## src/rtl/pa_fadd_shift_align_single_pkg.sv

```systemverilog
// Shared constants for the single-precision fadd alignment shifter.
// Sticky collection is compiled in with PA_FADD_ALIGN_STICKY_EN.
package pa_fadd_shift_align_single_pkg;

  localparam int unsigned AlignDw         = 28;  // hidden + 23 frac + G/R/S + carry
  localparam int unsigned AlignCw         = 5;
  localparam int unsigned AlignCoarseStep = 8;
  localparam int unsigned AlignFineW      = 3;   // log2(AlignCoarseStep)

endpackage

```

## src/rtl/pa_fadd_align_stage.sv

```systemverilog
// Combinational right shift by a variable amount, reporting whether any set bit fell off the end.
module pa_fadd_align_stage #(
  parameter int unsigned W  = 28,
  parameter int unsigned AW = 5
) (
  input  logic [W-1:0]  data_i,
  input  logic [AW-1:0] amt_i,
  output logic [W-1:0]  data_o,
  output logic          sticky_o
);

  logic [W-1:0] lost_mask;

  always_comb begin
    lost_mask = ~({W{1'b1}} << amt_i);
    data_o    = data_i >> amt_i;
    sticky_o  = |(data_i & lost_mask);
  end

endmodule

```

## src/rtl/pa_fadd_shift_align_single.sv

```systemverilog
// Two-stage pipelined right-shift aligner (coarse by 8s, then fine 0..7) with valid/ready and flush.
// Define PA_FADD_ALIGN_STICKY_EN to OR all shifted-out bits into data_out[0].
module pa_fadd_shift_align_single
  import pa_fadd_shift_align_single_pkg::*;
#(
  parameter int unsigned DW = AlignDw,
  parameter int unsigned CW = AlignCw
) (
  input  logic          cpuclk,
  input  logic          cpurst_b,
  input  logic          align_flush,
  input  logic          align_vld_in,
  output logic          align_rdy_out,
  input  logic [DW-1:0] data_in,
  input  logic [CW-1:0] shift_cnt,
  output logic          align_vld_out,
  input  logic          align_rdy_in,
  output logic [DW-1:0] data_out,
  output logic          shift_all_out
);

  logic                  s1_vld_q, s1_vld_d;
  logic                  s2_vld_q, s2_vld_d;
  logic                  s2_rdy, s1_load, s2_load;
  logic [DW-1:0]         s1_data_q, s2_data_q, s2_data_d;
  logic [AlignFineW-1:0] s1_fine_q;
  logic                  s1_all_q, s2_all_q;
  logic [CW-1:0]         coarse_amt;
  logic [DW-1:0]         coarse_data, fine_data;
  logic                  shift_all_in;

  assign coarse_amt   = {shift_cnt[CW-1:AlignFineW], {AlignFineW{1'b0}}};
  assign shift_all_in = (shift_cnt >= CW'(DW));

  assign s2_rdy        = !s2_vld_q | align_rdy_in;
  assign align_rdy_out = !s1_vld_q | s2_rdy | align_flush;
  assign s1_load       = align_vld_in & align_rdy_out & !align_flush;
  assign s2_load       = s1_vld_q & s2_rdy & !align_flush;

  assign align_vld_out = s2_vld_q;
  assign data_out      = s2_data_q;
  assign shift_all_out = s2_all_q;

`ifdef PA_FADD_ALIGN_STICKY_EN
  logic s1_stk_q, coarse_stk, fine_stk;

  pa_fadd_align_stage #(.W(DW), .AW(CW)) u_coarse (
    .data_i  (data_in),
    .amt_i   (coarse_amt),
    .data_o  (coarse_data),
    .sticky_o(coarse_stk)
  );

  pa_fadd_align_stage #(.W(DW), .AW(AlignFineW)) u_fine (
    .data_i  (s1_data_q),
    .amt_i   (s1_fine_q),
    .data_o  (fine_data),
    .sticky_o(fine_stk)
  );

  assign s2_data_d = {fine_data[DW-1:1], fine_data[0] | fine_stk | s1_stk_q};

  always_ff @(posedge cpuclk or negedge cpurst_b) begin
    if (!cpurst_b) begin
      s1_stk_q <= 1'b0;
    end else if (s1_load) begin
      s1_stk_q <= coarse_stk;
    end
  end
`else
  pa_fadd_align_stage #(.W(DW), .AW(CW)) u_coarse (
    .data_i  (data_in),
    .amt_i   (coarse_amt),
    .data_o  (coarse_data),
    .sticky_o()
  );

  pa_fadd_align_stage #(.W(DW), .AW(AlignFineW)) u_fine (
    .data_i  (s1_data_q),
    .amt_i   (s1_fine_q),
    .data_o  (fine_data),
    .sticky_o()
  );

  assign s2_data_d = fine_data;
`endif

  // Flush beats any same-cycle load; a stage refills whenever its successor makes room.
  always_comb begin
    s1_vld_d = s1_vld_q;
    s2_vld_d = s2_vld_q;
    if (align_flush) begin
      s1_vld_d = 1'b0;
      s2_vld_d = 1'b0;
    end else begin
      if (align_rdy_out) s1_vld_d = align_vld_in;
      if (s2_rdy)        s2_vld_d = s1_vld_q;
    end
  end

  always_ff @(posedge cpuclk or negedge cpurst_b) begin
    if (!cpurst_b) begin
      s1_vld_q <= 1'b0;
      s2_vld_q <= 1'b0;
    end else begin
      s1_vld_q <= s1_vld_d;
      s2_vld_q <= s2_vld_d;
    end
  end

  always_ff @(posedge cpuclk or negedge cpurst_b) begin
    if (!cpurst_b) begin
      s1_data_q <= '0;
      s1_fine_q <= '0;
      s1_all_q  <= 1'b0;
    end else if (s1_load) begin
      s1_data_q <= coarse_data;
      s1_fine_q <= shift_cnt[AlignFineW-1:0];
      s1_all_q  <= shift_all_in;
    end
  end

  always_ff @(posedge cpuclk or negedge cpurst_b) begin
    if (!cpurst_b) begin
      s2_data_q <= '0;
      s2_all_q  <= 1'b0;
    end else if (s2_load) begin
      s2_data_q <= s2_data_d;
      s2_all_q  <= s1_all_q;
    end
  end

endmodule

```

## config.mk

```make
export PLATFORM = sky130hd
export DESIGN_NAME = pa_fadd_shift_align_single
export DESIGN_NICKNAME = d
export VERILOG_FILES = /design/src/rtl/pa_fadd_shift_align_single_pkg.sv /design/src/rtl/pa_fadd_align_stage.sv /design/src/rtl/pa_fadd_shift_align_single.sv
export SDC_FILE = /design/constraint.sdc
export NUM_CORES = 1
export LEC_CHECK = 0
export ABC_AREA = 1
export CAP_MARGIN = 20
export CORE_MARGIN = 2
export CORE_UTILIZATION = 30
export DETAILED_ROUTE_END_ITERATION = 8
export MAX_ROUTING_LAYER = met4
export SLEW_MARGIN = 20
export SYNTH_ARGS = -nofsm -noshare
export SYNTH_HDL_FRONTEND = slang
export SYNTH_SLANG_ARGS = --single-unit
```

## constraint.sdc

```tcl
create_clock -name cpuclk -period 1.1 [get_ports cpuclk]
set_input_delay 0.165 -clock cpuclk [delete_from_list [all_inputs] [get_ports cpuclk]]
set_output_delay 0.165 -clock cpuclk [all_outputs]
set_load 0.02 [all_outputs]
```

Word level (Yosys, flattened, before mapping)
Cells that the tools add are included.
Storage, ports and cells
  bits in registers: 63
  input port bits: 38
  output and inout bits: 31
  word-level logic and storage cells: 26
Operators by class
  magnitude comparators: 1
  shift-type cells: 2
  multiplexer cells: 4
  bitwise gates (word level): 7
  reduce and logical (&&, ||, !) cells: 5
Operator list (number)
  28-bit by 3-bit >> shifter with 28-bit output: 1
  28-bit by 5-bit >> shifter with 28-bit output: 1
  5-bit greater-or-equal comparator, second input constant: 1
  1-bit AND: 4
  1-bit 2-to-1 mux: 4
  2-bit nonzero test: 2
  1-bit zero test: 3
  1-bit bitwise OR: 3

Depth between registers and ports, before layout
  depth in word-level cells: 6
  gate-level depth with buffers: 8
  mapped depth without buffers: 7

Modules after synthesis
A second synthesis with hierarchy kept.
Second synthesis, totals
  cell total of the unflattened synthesis: 916
  area, all modules: 5460.2 µm²
Modules (own cells, without submodules)
  pa_fadd_shift_align_single: instances 1, cells an instance 283, area each 2527.4 µm², seq. area each 1576.5 µm²
  pa_fadd_align_stage (u_coarse): instances 1, cells an instance 404, area each 1906.8 µm², seq. area each 0.0 µm²
  pa_fadd_align_stage (u_fine): instances 1, cells an instance 229, area each 1026.0 µm², seq. area each 0.0 µm²

Worst setup path before layout
No wires, ideal clock.
  path kind: flip-flop to flip-flop
  start point: register s2_vld_q, in the netlist align_vld_out
  end point: register s1_data_q[13]
  library setup time: 0.123 ns
  data arrival time: 1.118 ns
  data required time: 0.977 ns
  path slack: -0.142 ns
  stages on the path, launching flop included: 7
  buffers on the path: 1
  period minus slack after synthesis: 1.242 ns
  cell sequence: dfrtp_1 inv_1 nor2_1 nand2_4 nand3b_4 buf_6 o21ai_2
On the way
  cells in the longest elaborated chain, start to end: 6
Ends and longest elaborated chain
  from (decl): RTL line pa_fadd_shift_align_single.sv:23  | logic s2_vld_q, s2_vld_d;
  from (signal assigned): RTL line pa_fadd_shift_align_single.sv:107  | s2_vld_q <= s2_vld_d;
  1-bit zero test: RTL line pa_fadd_shift_align_single.sv:35  | assign s2_rdy = !s2_vld_q | align_rdy_in;
  1-bit bitwise OR: RTL line pa_fadd_shift_align_single.sv:35
  1-bit bitwise OR (2 in a row): RTL line pa_fadd_shift_align_single.sv:36  | assign align_rdy_out = !s1_vld_q | s2_rdy | align_flush;
  net align_rdy_out: RTL line pa_fadd_shift_align_single.sv:13  | output logic align_rdy_out,
  1-bit AND (2 in a row): RTL line pa_fadd_shift_align_single.sv:37  | assign s1_load = align_vld_in & align_rdy_out & !align_flush;
  to (signal assigned): RTL line pa_fadd_shift_align_single.sv:117  | s1_data_q <= coarse_data;
  to (decl): RTL line pa_fadd_shift_align_single.sv:25  | logic [DW-1:0] s1_data_q, s2_data_q, s2_data_d;
The timed path passes the listed nets, and every way through them passes these cells.
A chain may end at the register's enable or synchronous reset.

Worst setup path in the final report
  start point: register s2_vld_q, in the netlist align_vld_out
  end point: register s1_data_q[2]
On the way
  cells in the longest elaborated chain, start to end: 6
Ends and longest elaborated chain (RTL line)
  1-bit zero test: pa_fadd_shift_align_single.sv:35
  1-bit bitwise OR: pa_fadd_shift_align_single.sv:35
  1-bit bitwise OR (2 in a row): pa_fadd_shift_align_single.sv:36
  1-bit AND (2 in a row): pa_fadd_shift_align_single.sv:37
No other way between the ends.

==> results_dict.tcl <==
set metrics [dict create \
    switching_fraction_pct 32.97 \
    std_cell_rows 41 \
    total_power_divided_by_cell_area_nw_per_um2 1638 \
    final_antenna_net_count 0 \
    power.net_switching_w 0.003033 \
    critical_path_peak_fanout 13 \
    detailed_place_hpwl_mm 7.250 \
    cts_htree_levels 3 \
    setup_viol_count_final 64 \
    grt.total_usage_pct 15.84 \
    cts-root-buf "sky130_fd_sc_hd__clkbuf_16" \
    fin_crit_ns 1.280 \
    cts-root-to-sink-buffers 2 \
    detail_route.drc_violations 0 \
    die_y_um 117.4 \
    cts.sinks 63 \
    ys_ff_latch 63 \
    irDropWorstVdd_uv 713.0 \
    drive_gt1_share_pct 26.06 \
    post-route-util_pct 44.68 \
    seq_total_area_yosys_pct 40.86 \
    synthesized_area_fraction_occupied_by_ao_oa_aoi_and_oai_cells_pct 4.150 \
    layout_commonest_cell "sky130_fd_sc_hd__nand2_1" \
    synth.lib_cells_used.distinct 21 \
    floorplan.initialDensity_pct 30.70 \
    final_max_slew_viol_count 0 \
    avgSynthCellArea_um2 6.699 \
    final.fill_count 1267 \
    layout.area.seq_um2 1578 \
    most-common-layout-cells "sky130_fd_sc_hd__nand2_1, sky130_fd_sc_hd__nand3_1, sky130_fd_sc_hd__dfrtp_1" \
    max-cap-violations 0 \
    violations "negative setup slack" \
    final_hold_viol_count 0 \
    p_total_w 0.009200 \
    p_seq_share_pct 32.9 \
    leakage_nw 3.046 \
    worst_setup_path_end_kind "flop" \
    setup.worst_path.start_class "flop" \
    share_of_power_burned_in_the_clock_network_pct 33.5 \
    clk_pin_slew_worst_paths_ns 0.05 \
    initial_antenna_violation_count 0 \
    critical_path_at_ns 1.51 \
    tightest_slew_margin_relative_to_the_limit_pct 74.72 \
    criticalPathCategory "reg -> reg" \
    placeableCoreArea_um2 12570 \
    clock_latency_ns 0.34 \
    pin_count_of_the_biggest_net_entering_global_routing 64 \
    rsz0062_at_grt "yes" \
    clock-skew-final_ns 0.008281 \
    number_of_nets_in_the_synthesized_netlist 614 \
    routed-via-count 3879 \
    depth_of_the_worst_register_to_register_path 8 \
    cts_made_buffers 9 \
    cts_tree "built" \
    wirelength_mm 10.37 \
    chipWidth_um 117.4 \
    synth_simple_gate_area_share_pct 45.78 \
    boundaryPins 69 \
    hp-class "in -> async" \
    detailedRoute.firstIterationViolations 212 \
    first_global_vias 3804 \
    multi_input_comb_area_um2 2141 \
    fin_ws_ns -0.1804 \
    timing.critical_path.required_ns 1.33 \
    design.die.area_um2 13790 \
    synthesis.instances 576 \
    synthAdderAreaFrac_pct 0 \
    synthesis.area_um2 3859 \
    max_freq_ghz 0.7810 \
    area.growth.synth_to_final_pct 45.53 \
    final_nets 716 \
    globalplace.congestion 0.8104 \
    placement.io_buffers 68 \
    max_slew.worst_pin.slew_ns 0.3787 \
    share_comb_of_total_power_pct 33.6 \
    insertedDiodeCount 0 \
    synth_top_family_by_area "simple AND/OR/NAND/NOR gates" \
    viasPerCell 4.537 \
    firstDrtPassIters 4 \
    final.period_utilization_pct 116.4 \
    drt-wirelength-per-cell_um 12.13 \
    synthMuxAreaShare_pct 0 \
    p_int_w 0.006167 \
    ys_warn_count 0 \
    outcome "complete, but fails checks" \
    global_route_wire_length_before_repair_mm 17.62 \
    grt_overflow 0 \
    post_synth_xor_area_fraction_pct 0 \
]
## per-stage QoR
step / setup slack [ns] / instances / hold slack (ns) / TNS [ns] / area [um2]
floorplan: -0.06856 / 576 / -0.1306 / -2.254 / 3897
global placement: -0.4690 / 826 / 0.1979 / -24.92 / 4975
detailed placement: -0.4762 / 826 / 0.2034 / -26.03 / 4975
CTS: -0.1722 / 849 / 0.3831 / -7.376 / 5371
global route: -0.2741 / 855 / 0.4117 / -14.47 / 5615
finish: -0.1804 / 855 / 0.3722 / -9.154 / 5615
## state kept, by name, summed over array words and instances, names as in the netlist
signal / cells
s1_fine_q: 3
shift_all_out: 1
align_vld_out: 1
s1_all_q: 1
s1_vld_q: 1
s1_data_q: 28
data_out: 28
## layer usage
layer | vias to the layer above | global-route usage (%) | wire (um)
li1 | 2004 | - | -
met3 | 16 | 3.210 | 398
met2 | 88 | 23.98 | 4733
met5 | - | - | 0
met1 | 1771 | 20.92 | 5026
met4 | 0 | 6.099 | 209
## logic make-up after synthesis
| family | after synthesis |
|---|---|
| DFF | 63 |
| buffers and inverters | 68 |
| AOI/OAI and AO/OA | 24 |
| and+or+nand+nor | 421 |
## repair_timing
item / CTS / global route
hold buffers: 1 / 0
buffers inserted: 4 / 2
pin swaps: 14 / 10
cloned: 2 / 4
endpoints found under the hold margin: 63 / 0
endpoints found under the setup margin: 93 / 64
gates resized for setup: 154 / 43
## worst paths after layout
path,endpoint,startpoint,slack [ns]
max,s1_data_q[2]$_DFFE_PN0P_,align_vld_out$_DFFE_PN0P_,-0.18
min,align_vld_out$_DFFE_PN0P_,cpurst_b,0.37
max reg2reg,s1_data_q[2]$_DFFE_PN0P_,align_vld_out$_DFFE_PN0P_,-0.18
min reg2reg,shift_all_out$_DFFE_PN0P_,shift_all_out$_DFFE_PN0P_,0.46
max in group asynchronous,s1_fine_q[0]$_DFFE_PN0P_,cpurst_b,0.45
min in group cpuclk,s1_fine_q[1]$_DFFE_PN0P_,shift_cnt[1],0.40
## critical path: stages (launching register included)
cell	delay [ns]
sky130_fd_sc_hd__dfrtp_2	0.41
sky130_fd_sc_hd__inv_2	0.05
sky130_fd_sc_hd__nor2_2	0.04
sky130_fd_sc_hd__nand2_4	0.06
sky130_fd_sc_hd__buf_6	0.11
sky130_fd_sc_hd__nand3b_4	0.15
sky130_fd_sc_hd__clkbuf_16	0.23
sky130_fd_sc_hd__nand2_1	0.06
sky130_fd_sc_hd__nand2_1	0.05
## power groups by stage
stage / registers [W] / clock network [W] / logic (W)
floorplan: 0.00340 / 0 / 0.00134
global placement: 0.00307 / 0 / 0.00310
detailed placement: 0.00306 / 0 / 0.00314
CTS: 0.00302 / 0.00312 / 0.00297
global route: 0.00310 / 0.00323 / 0.00344
finish: 0.00303 / 0.00308 / 0.00309
## cells in the mapped netlist
master | n | area, um2
sky130_fd_sc_hd__a21oi_1 | 1 | 5.000
sky130_fd_sc_hd__buf_1 | 2 | 7.510
sky130_fd_sc_hd__buf_2 | 14 | 70.07
sky130_fd_sc_hd__buf_4 | 2 | 15.01
sky130_fd_sc_hd__buf_6 | 10 | 112.6
sky130_fd_sc_hd__clkbuf_1 | 5 | 18.77
sky130_fd_sc_hd__clkinv_1 | 1 | 3.750
sky130_fd_sc_hd__dfrtp_1 | 63 | 1577
sky130_fd_sc_hd__inv_1 | 32 | 120.1
sky130_fd_sc_hd__inv_2 | 2 | 7.510
sky130_fd_sc_hd__nand2_1 | 311 | 1167
sky130_fd_sc_hd__nand2_4 | 3 | 33.78
sky130_fd_sc_hd__nand3_1 | 93 | 465.5
sky130_fd_sc_hd__nand3b_4 | 1 | 20.02
sky130_fd_sc_hd__nor2_1 | 10 | 37.54
sky130_fd_sc_hd__nor2_4 | 2 | 22.52
sky130_fd_sc_hd__nor2_8 | 1 | 20.02
sky130_fd_sc_hd__o21a_1 | 1 | 7.510
sky130_fd_sc_hd__o21ai_0 | 5 | 25.02
sky130_fd_sc_hd__o21ai_1 | 7 | 35.03
sky130_fd_sc_hd__o21ai_2 | 10 | 87.58
## area by class of cell
class / instances / area share (%)
Clock buffer: 13 / 4.635
Clock inverter: 3 / 1.159
Inverter: 35 / 2.384
Multi-Input combinational cell: 445 / 38.12
Sequential cell: 63 / 28.10
Tap cell: 172 / 3.832
Timing Repair Buffer: 124 / 21.77
(Power assumes the default switching activity.)
